`config.mk`:
```
export PLATFORM = sky130hd
export DESIGN_NAME = axim_req_sched
export DESIGN_NICKNAME = d
export VERILOG_FILES = /design/src/rtl/axim_sched_pkg.sv /design/src/rtl/axim_rr_arb.sv /design/src/rtl/axim_req_sched.sv
export SDC_FILE = /design/constraint.sdc
export NUM_CORES = 1
export LEC_CHECK = 0
export ABC_AREA = 1
export CORE_AREA = 2 2 369 371
export DETAILED_ROUTE_END_ITERATION = 12
export DIE_AREA = 0 0 371 373
export GPL_ROUTABILITY_DRIVEN = 1
export GPL_TIMING_DRIVEN = 1
export PLACE_DENSITY_LB_ADDON = 0.2
export RECOVER_POWER = 100
export SLEW_MARGIN = 20
export SYNTH_ARGS = -nofsm -noshare
export SYNTH_HDL_FRONTEND = slang
export SYNTH_SLANG_ARGS = --single-unit
```
`constraint.sdc`:
```
create_clock -name clk -period 2.15 [get_ports clk]
set_input_delay 0.3225 -clock clk [delete_from_list [all_inputs] [get_ports clk]]
set_output_delay 0.3225 -clock clk [all_outputs]
set_load 0.01 [all_outputs]
```
`src/rtl/axim_sched_pkg.sv`:
```
// ----------------------------------------------------------------------------
// axim_sched_pkg
// Shared types and helpers for the axim_ctrl request scheduler.
//   sched_state_e : per-channel transaction FSM states
//   idx_w()       : width of a requester index
//   slice_lo()    : low bit of slice <idx> in a packed N-slice bus
// ----------------------------------------------------------------------------
package axim_sched_pkg;

   typedef enum logic [1:0] {
      IDLE  = 2'd0,
      START = 2'd1,
      BUSY  = 2'd2,
      DONE  = 2'd3
   } sched_state_e;

   function automatic int idx_w(input int n);
      return (n > 1) ? $clog2(n) : 1;
   endfunction

   // Base bit of slice idx in a bus packed as N slices of width w, slice 0 at LSB.
   function automatic int slice_lo(input int idx, input int w);
      return idx * w;
   endfunction

endpackage

```
`src/rtl/axim_rr_arb.sv`:
```
// ----------------------------------------------------------------------------
// axim_rr_arb
// Round-robin arbiter. Grants the first requester at or after ptr+1
// (wrapping over exactly N entries). The pointer moves to the served index
// when i_upd is strobed, so the served requester has lowest priority next.
//   clk, rstn   : clock, async active-low reset (ptr resets to N-1)
//   i_req       : request vector
//   i_upd       : pointer update strobe
//   i_upd_idx   : index the pointer takes on update
//   o_gnt_vld   : any request present
//   o_gnt_idx   : granted index (valid when o_gnt_vld)
// ----------------------------------------------------------------------------
module axim_rr_arb
   import axim_sched_pkg::*;
#(
   parameter int N  = 4,
   parameter int IW = idx_w(N)
) (
   input  logic          clk,
   input  logic          rstn,
   input  logic [N-1:0]  i_req,
   input  logic          i_upd,
   input  logic [IW-1:0] i_upd_idx,
   output logic          o_gnt_vld,
   output logic [IW-1:0] o_gnt_idx
);

   logic [IW-1:0] r_ptr;
   int            w_idx;

   always_ff @(posedge clk or negedge rstn) begin
      if (!rstn)      r_ptr <= IW'(N-1);
      else if (i_upd) r_ptr <= i_upd_idx;
   end

   // Scan from farthest to nearest so the nearest valid entry overwrites last.
   always_comb begin
      o_gnt_vld = |i_req;
      o_gnt_idx = '0;
      w_idx     = 0;
      for (int k = N; k >= 1; k--) begin
         w_idx = (int'(r_ptr) + k) % N;
         if (i_req[IW'(w_idx)]) o_gnt_idx = IW'(w_idx);
      end
   end

endmodule

```
`src/rtl/axim_req_sched.sv`:
```
// ----------------------------------------------------------------------------
// axim_req_sched
// Shares one axim_ctrl read engine and one write engine between C_NUM_REQ
// vector load/store requesters. Each channel has its own round-robin arbiter
// and IDLE->START->BUSY->DONE transaction FSM; the channels run concurrently.
// Ports:
//   clk, rstn                      : clock, async active-low reset
//   s_rreq_* / s_wreq_*            : per-requester request/ready/done
//   s_rd_* / s_wr_*                : per-requester stream side (steered)
//   ctrl_r* / rd_*                 : axim_ctrl read engine
//   ctrl_w* / wr_*                 : axim_ctrl write engine
// Every steered handshake and data path is forced to 0 outside BUSY, so all
// outputs are 0 while in reset.
// ----------------------------------------------------------------------------
module axim_req_sched
   import axim_sched_pkg::*;
#(
   parameter int C_NUM_REQ          = 4,
   parameter int C_M_AXI_ADDR_WIDTH = 32,
   parameter int C_M_AXI_DATA_WIDTH = 32,
   parameter int C_XFER_SIZE_WIDTH  = 32
) (
   input  logic                                          clk,
   input  logic                                          rstn,
   // read requests
   input  logic [C_NUM_REQ-1:0]                          s_rreq_valid,
   output logic [C_NUM_REQ-1:0]                          s_rreq_ready,
   input  logic [C_NUM_REQ*C_M_AXI_ADDR_WIDTH-1:0]       s_rreq_addr,
   input  logic [C_NUM_REQ*C_XFER_SIZE_WIDTH-1:0]        s_rreq_size,
   output logic [C_NUM_REQ-1:0]                          s_rreq_done,
   output logic [C_NUM_REQ-1:0]                          s_rd_tvalid,
   input  logic [C_NUM_REQ-1:0]                          s_rd_tready,
   output logic [C_M_AXI_DATA_WIDTH-1:0]                 s_rd_tdata,
   output logic                                          s_rd_tlast,
   // write requests
   input  logic [C_NUM_REQ-1:0]                          s_wreq_valid,
   output logic [C_NUM_REQ-1:0]                          s_wreq_ready,
   input  logic [C_NUM_REQ*C_M_AXI_ADDR_WIDTH-1:0]       s_wreq_addr,
   input  logic [C_NUM_REQ*C_XFER_SIZE_WIDTH-1:0]        s_wreq_size,
   output logic [C_NUM_REQ-1:0]                          s_wreq_done,
   input  logic [C_NUM_REQ-1:0]                          s_wreq_msk_en,
   input  logic [C_NUM_REQ-1:0]                          s_wr_tvalid,
   output logic [C_NUM_REQ-1:0]                          s_wr_tready,
   input  logic [C_NUM_REQ*C_M_AXI_DATA_WIDTH-1:0]       s_wr_tdata,
   input  logic [C_NUM_REQ*C_M_AXI_DATA_WIDTH/8-1:0]     s_wr_tstrb_msk,
   // axim_ctrl read side
   output logic                                          ctrl_rstart,
   input  logic                                          ctrl_rdone,
   output logic [C_M_AXI_ADDR_WIDTH-1:0]                 ctrl_raddr_offset,
   output logic [C_XFER_SIZE_WIDTH-1:0]                  ctrl_rxfer_size,
   input  logic                                          rd_tvalid,
   output logic                                          rd_tready,
   input  logic                                          rd_tlast,
   input  logic [C_M_AXI_DATA_WIDTH-1:0]                 rd_tdata,
   // axim_ctrl write side
   output logic                                          ctrl_wstart,
   input  logic                                          ctrl_wdone,
   output logic [C_M_AXI_ADDR_WIDTH-1:0]                 ctrl_waddr_offset,
   output logic [C_XFER_SIZE_WIDTH-1:0]                  ctrl_wxfer_size,
   output logic                                          ctrl_wstrb_msk_en,
   output logic                                          wr_tvalid,
   input  logic                                          wr_tready,
   output logic [C_M_AXI_DATA_WIDTH/8-1:0]               wr_tstrb_msk,
   output logic [C_M_AXI_DATA_WIDTH-1:0]                 wr_tdata
);

   localparam int N  = C_NUM_REQ;
   localparam int AW = C_M_AXI_ADDR_WIDTH;
   localparam int DW = C_M_AXI_DATA_WIDTH;
   localparam int XW = C_XFER_SIZE_WIDTH;
   localparam int SW = C_M_AXI_DATA_WIDTH / 8;
   localparam int IW = idx_w(C_NUM_REQ);

   // ------------------------------------------------------------------ read
   sched_state_e  r_rst, w_rst_nxt;
   logic [IW-1:0] r_rw;
   logic [AW-1:0] r_raddr;
   logic [XW-1:0] r_rsize;
   logic          w_rgnt_vld;
   logic [IW-1:0] w_rgnt_idx;
   logic          w_rupd;

   assign w_rupd = (r_rst == DONE);

   axim_rr_arb #(.N(N), .IW(IW)) u_rarb (
      .clk       (clk),
      .rstn      (rstn),
      .i_req     (s_rreq_valid),
      .i_upd     (w_rupd),
      .i_upd_idx (r_rw),
      .o_gnt_vld (w_rgnt_vld),
      .o_gnt_idx (w_rgnt_idx)
   );

   always_ff @(posedge clk or negedge rstn) begin
      if (!rstn) begin
         r_rst   <= IDLE;
         r_rw    <= '0;
         r_raddr <= '0;
         r_rsize <= '0;
      end else begin
         r_rst <= w_rst_nxt;
         if (r_rst == IDLE && w_rgnt_vld) begin
            r_rw    <= w_rgnt_idx;
            r_raddr <= s_rreq_addr[slice_lo(int'(w_rgnt_idx), AW) +: AW];
            r_rsize <= s_rreq_size[slice_lo(int'(w_rgnt_idx), XW) +: XW];
         end
      end
   end

   assign ctrl_raddr_offset = r_raddr;
   assign ctrl_rxfer_size   = r_rsize;

   always_comb begin
      w_rst_nxt    = r_rst;
      s_rreq_ready = '0;
      s_rreq_done  = '0;
      s_rd_tvalid  = '0;
      s_rd_tdata   = '0;
      s_rd_tlast   = 1'b0;
      rd_tready    = 1'b0;
      ctrl_rstart  = 1'b0;
      case (r_rst)
         IDLE: if (w_rgnt_vld) w_rst_nxt = START;
         START: begin
            s_rreq_ready[r_rw] = 1'b1;
            // A zero-byte transfer never touches the engine; it completes
            // on the cycle after its ready pulse.
            if (r_rsize != '0) begin
               ctrl_rstart = 1'b1;
               w_rst_nxt   = BUSY;
            end else begin
               w_rst_nxt   = DONE;
            end
         end
         BUSY: begin
            s_rd_tvalid[r_rw] = rd_tvalid;
            rd_tready         = s_rd_tready[r_rw];
            s_rd_tdata        = rd_tdata;
            s_rd_tlast        = rd_tlast;
            if (ctrl_rdone) w_rst_nxt = DONE;
         end
         DONE: begin
            s_rreq_done[r_rw] = 1'b1;
            w_rst_nxt         = IDLE;
         end
         default: w_rst_nxt = IDLE;
      endcase
   end

   // ----------------------------------------------------------------- write
   sched_state_e  r_wst, w_wst_nxt;
   logic [IW-1:0] r_ww;
   logic [AW-1:0] r_waddr;
   logic [XW-1:0] r_wsize;
   logic          r_wmsk;
   logic          w_wgnt_vld;
   logic [IW-1:0] w_wgnt_idx;
   logic          w_wupd;

   assign w_wupd = (r_wst == DONE);

   axim_rr_arb #(.N(N), .IW(IW)) u_warb (
      .clk       (clk),
      .rstn      (rstn),
      .i_req     (s_wreq_valid),
      .i_upd     (w_wupd),
      .i_upd_idx (r_ww),
      .o_gnt_vld (w_wgnt_vld),
      .o_gnt_idx (w_wgnt_idx)
   );

   always_ff @(posedge clk or negedge rstn) begin
      if (!rstn) begin
         r_wst   <= IDLE;
         r_ww    <= '0;
         r_waddr <= '0;
         r_wsize <= '0;
         r_wmsk  <= 1'b0;
      end else begin
         r_wst <= w_wst_nxt;
         if (r_wst == IDLE && w_wgnt_vld) begin
            r_ww    <= w_wgnt_idx;
            r_waddr <= s_wreq_addr[slice_lo(int'(w_wgnt_idx), AW) +: AW];
            r_wsize <= s_wreq_size[slice_lo(int'(w_wgnt_idx), XW) +: XW];
            r_wmsk  <= s_wreq_msk_en[w_wgnt_idx];
         end
      end
   end

   assign ctrl_waddr_offset = r_waddr;
   assign ctrl_wxfer_size   = r_wsize;
   assign ctrl_wstrb_msk_en = r_wmsk;

   always_comb begin
      w_wst_nxt    = r_wst;
      s_wreq_ready = '0;
      s_wreq_done  = '0;
      s_wr_tready  = '0;
      wr_tvalid    = 1'b0;
      wr_tdata     = '0;
      wr_tstrb_msk = '0;
      ctrl_wstart  = 1'b0;
      case (r_wst)
         IDLE: if (w_wgnt_vld) w_wst_nxt = START;
         START: begin
            s_wreq_ready[r_ww] = 1'b1;
            if (r_wsize != '0) begin
               ctrl_wstart = 1'b1;
               w_wst_nxt   = BUSY;
            end else begin
               w_wst_nxt   = DONE;
            end
         end
         BUSY: begin
            wr_tvalid         = s_wr_tvalid[r_ww];
            wr_tdata          = s_wr_tdata[slice_lo(int'(r_ww), DW) +: DW];
            wr_tstrb_msk      = s_wr_tstrb_msk[slice_lo(int'(r_ww), SW) +: SW];
            s_wr_tready[r_ww] = wr_tready;
            if (ctrl_wdone) w_wst_nxt = DONE;
         end
         DONE: begin
            s_wreq_done[r_ww] = 1'b1;
            w_wst_nxt         = IDLE;
         end
         default: w_wst_nxt = IDLE;
      endcase
   end

endmodule

```
==> out/results.md <==
| Step | Metric | Reported |
|:---|:---|:---|
| outcome | Result of the run | finished with violations |
| outcome | Failing checks | negative setup slack |
| synthesis | Mapped cell area | 13,100 um^2 |
| die | Vertical die dimension | 373 um |
| placement | Global placer's final weighted congestion | 0.889 |
| synthesis | Share of the synthesized area in the top cell type | 0.261 |
| clock tree | Cell at the root of the clock tree | sky130_fd_sc_hd__clkbuf_16 |
| final layout | Share of cells above drive strength 1 | 0.337 |
| die | Die width | 371 um |
| global routing | Largest net degree at the start of global routing | 57 |
| run | # Max-Cap Violations | 0 |
| synthesis | Synthesized area per cell | 5.79 um^2 |
| timing | Minimum clock period | 2.48 ns |
| setup path | Endpoint required time on the critical path | 2.62 ns |
| synthesis | Most frequent cell after synthesis | sky130_fd_sc_hd__nand2_1 |
| synthesis | Main synth FF type | sky130_fd_sc_hd__dfrtp_1 |
| drt | Remaining antenna violation count after routing | 0 |
| global routing | Initial antenna violation count | 37 |
| final layout | Storage cell area | 3540 um^2 |
| power | Peak ir drop on the vdd network | 1.32 mV |
| synthesis | Most common library cells after synthesis | 750 x sky130_fd_sc_hd__nand2_1, 464 x sky130_fd_sc_hd__inv_1, 448 x sky130_fd_sc_hd__nand3_1 |
| setup path | Depth of the most critical reg-to-reg path | 15 |
| drt | Remaining DRCs | 0 |
| timing | RSZ-0062 raised after global routing | yes |
| setup path | Setup slack, reg-to-reg | -0.33 ns |
| final layout | Footprint of the multi-input gates | 10,400 um^2 |
| synthesis | Cell count after synthesis | 2,268 |
| final layout | NumNets Final | 4,206 |
| die | Core footprint | 135,000 um^2 |
| power | Static leakage power | 16.1 nW |
| synthesis | Yosys warnings | 0 |
| drt | Routed length per placed instance | 23.9 um |
| setup path | Beginning of the worst register-to-register path | u_warb.r_ptr[0] |
| setup path | Endpoint type of the worst setup path | flip-flop |
| clock tree | Clk sink count | 141 |
| clock tree | CTS tree | built |
| synthesis | Number of distinct library cell variants in the gate-level netlist after synthesis | 31 |
| final layout | Fillers | 14,900 |
| timing | Fin crit share | 1.15 |
| timing | Hold Vio Cnt, Final | 0 |
| timing | Final number of max-transition violations | 0 |
| setup path | Setup CP Type | flip-flop to flip-flop |
| min path | Endpoint of the worst hold-timing path | ctrl_waddr_offset[28] |
| synthesis | Number of synthesized register bits | 141 |
| final layout | Design area | 33,600 um^2 |
| clock tree | Number of buffers created by CTS | 17 |
| die | Effective utilization at floorplan | 0.0975 |
| die | Cell Rows | 135 |
| placement | DP Wirelength | 89.7 mm |
| drt | Vias per Instance | 3.87 |
| global routing | Global Route Usage Sum | 0.173 |
| drt | Detailed Route WL | 126 mm |
| timing | Worst-case setup margin in the final layout | -0.331 ns |
| global routing | GRT Residual Overflow | 0 |
| global routing | Number of global-route vias before repair | 20,800 |
| setup path | Startpoint type of the worst setup path | flip-flop |
| clock tree | Worst-path clk slew | 0.08 ns |
| setup path | Top fanout value on the critical path | 6 |
| drt | Number of optimization iterations in the first detailed-route pass | 5 |
| timing | Relative max-transition margin | 0.285 |
| final layout | Relative area change from synthesis to final layout | 156% |
| synthesis | Biggest area consumer among synthesized cells | sky130_fd_sc_hd__dfrtp_1 |
| timing | Worst slew pin tran | 1.07 ns |
| synthesis | Leading cell types by total area after synthesis | sky130_fd_sc_hd__dfrtp_1 26%, sky130_fd_sc_hd__nand2_1 21%, sky130_fd_sc_hd__nand3_1 17% |
| timing | Setup TNS | -39.15 ns |
| timing | FMAX | 403 MHz |
| synthesis | EDFF count, synth | 0 |
| timing | Count of final setup violators | 191 |
| synthesis | Number of nets in the synthesized netlist | 2,991 |
| synthesis | Async set-or-reset flop fraction in the synthesized netlist | 1.00 |
| drt | Routed vias | 20,500 |
| timing | Fin Clk Skew | 0.0284 ns |
| power | Total power density per cell area | 1730 nW/um^2 |
| clock tree | Count of H-tree levels built during CTS | 4 |
| setup path | RR Endpoint | ctrl_waddr_offset[14] |
| setup path | Crit path DAT | 2.95 ns |
| synthesis | Share of the yosys chip area belonging to registers | 0.269 |
| global routing | Global-route wire length before repair | 167 mm |
| placement | IO Port Bufs | 940 |
| clock tree | Number of buffers between clock root and the deepest sink | 2 |
| min path | HP Start | s_wreq_addr[28] |
| clock tree | Insertion delay of the later-clocked pin in the worst-skew pair | 0.55 ns |
| placement | Cell area after placement | 26,100 um^2 |
| min path | Worst hold path stage count | 3 |
| die | Area of the die | 138,000 um^2 |
| drt | Iteration-0 DRC Markers | 968 |
| min path | Min-Delay Path Class | input port to flip-flop |
| die | IO Count | 941 |
layer usage:
metal,up-vias,global-route usage,share of wire
met4,28,0.0603,0.034
li1,9602,-,-
met3,174,0.0549,0.080
met1,9816,0.199,0.39
met2,852,0.299,0.49
met5,-,0,0.0013
cell type report:
type	count	share of cell area
Timing Repair inverter	1	0.000223
Multi-Input combinational cell	1502	0.309
Sequential cell	141	0.105
Clock inverter	12	0.00406
Inverter	470	0.0532
Clock buffer	19	0.0135
Tap cell	1781	0.0663
Antenna cell	16	0.00119
Timing Repair Buffer	1350	0.447
layout by cell type, fill, tap and decap left out, drive strengths merged:
master / instances
a21oi: 5
a221oi: 1
a22oi: 37
a31oi: 38
buf: 471
bufbuf: 1
bufinv: 2
clkbuf: 49
clkdlybuf4s15: 3
clkdlybuf4s50: 723
clkinv: 5
clkinvlp: 4
dfrtp: 137
dfstp: 4
diode: 16
dlygate4sd2: 11
dlygate4sd3: 111
ha: 8
inv: 472
nand2: 758
nand3: 451
nand3b: 36
nand4: 4
nor2: 41
nor4: 18
o211ai: 73
o21ai: 18
or2: 14
sequential cells by signal, summed over array words and instances, names as in the netlist:
register / cells
r_rst: 2
ctrl_waddr_offset: 32
ctrl_wxfer_size: 32
ctrl_raddr_offset: 32
u_warb.r_ptr: 2
ctrl_wstrb_msk_en: 1
r_wst: 2
u_rarb.r_ptr: 2
r_rw: 2
ctrl_rxfer_size: 32
r_ww: 2
metrics by stage:
stage	setup slack, ns	std cells	utilization	hold WS (ns)	total power [mW]
after detailed placement	-0.711	5035	0.194	0.288	35.1
after CTS	-0.511	5246	0.235	0.229	54.9
after global placement	-0.705	5035	0.194	0.294	35.3
final	-0.331	5292	0.250	0.424	58.0
after floorplan	0.254	2268	-	0.0269	19.4
after global routing	-0.506	5284	0.249	0.404	61.7
cells by family after synthesis:
group / count (synthesis) / synth area share
fa+ha+maj: 8 / 0.00763
buf+inv: 627 / 0.191
flops: 141 / 0.269
compound gates: 172 / 0.0905
simple gates: 1320 / 0.442
worst max-delay path: stages (launching register included):
cell,delay [ns]
sky130_fd_sc_hd__dfstp_1,0.73
sky130_fd_sc_hd__clkinvlp_4,0.23
sky130_fd_sc_hd__o21ai_1,0.16
sky130_fd_sc_hd__nand2_1,0.08
sky130_fd_sc_hd__nand2_2,0.06
sky130_fd_sc_hd__nand2_2,0.06
sky130_fd_sc_hd__nand3_4,0.16
sky130_fd_sc_hd__nand2_8,0.12
sky130_fd_sc_hd__buf_12,0.18
sky130_fd_sc_hd__buf_12,0.14
sky130_fd_sc_hd__buf_16,0.14
sky130_fd_sc_hd__nand2_2,0.05
sky130_fd_sc_hd__nand3_1,0.06
sky130_fd_sc_hd__nand2_1,0.09
sky130_fd_sc_hd__nand2_1,0.05
sky130_fd_sc_hd__nand2_1,0.09
power breakdown:
part           switching, mW  total, mW  internal (mW)
registers               1.18       5.28           4.10
logic                   25.7       49.2           23.5
clock network           1.74       3.51           1.77
total                   28.6       58.0           29.4
how the worst max path moves through the flow:
stage	slack [ns]	cells past startpoint	start	to
2_1_floorplan	0.25	7	r_ww[0]	wr_tdata[15]
3_3_place_gp	-0.70	7	ctrl_rxfer_size[15]	ctrl_rstart
3_5_place_dp	-0.71	7	ctrl_rxfer_size[15]	ctrl_rstart
4_1_cts	-0.51	7	ctrl_rxfer_size[14]	ctrl_rstart
5_1_grt	-0.51	7	ctrl_rxfer_size[13]	ctrl_rstart
6_report	-0.33	15	u_warb.r_ptr[0]	ctrl_waddr_offset[14]
repair_timing:
item                                    in CTS  in global routing
hold buffers                                 1                  0
endpoints found under the setup margin     224                220
pin swaps                                  214                283
gates cloned                                59                 18
setup buffers                              127                 57
gates resized for setup                    968                531
endpoints found under the hold margin       27                  0
No activity file was read; power rests on OpenSTA's default activity.
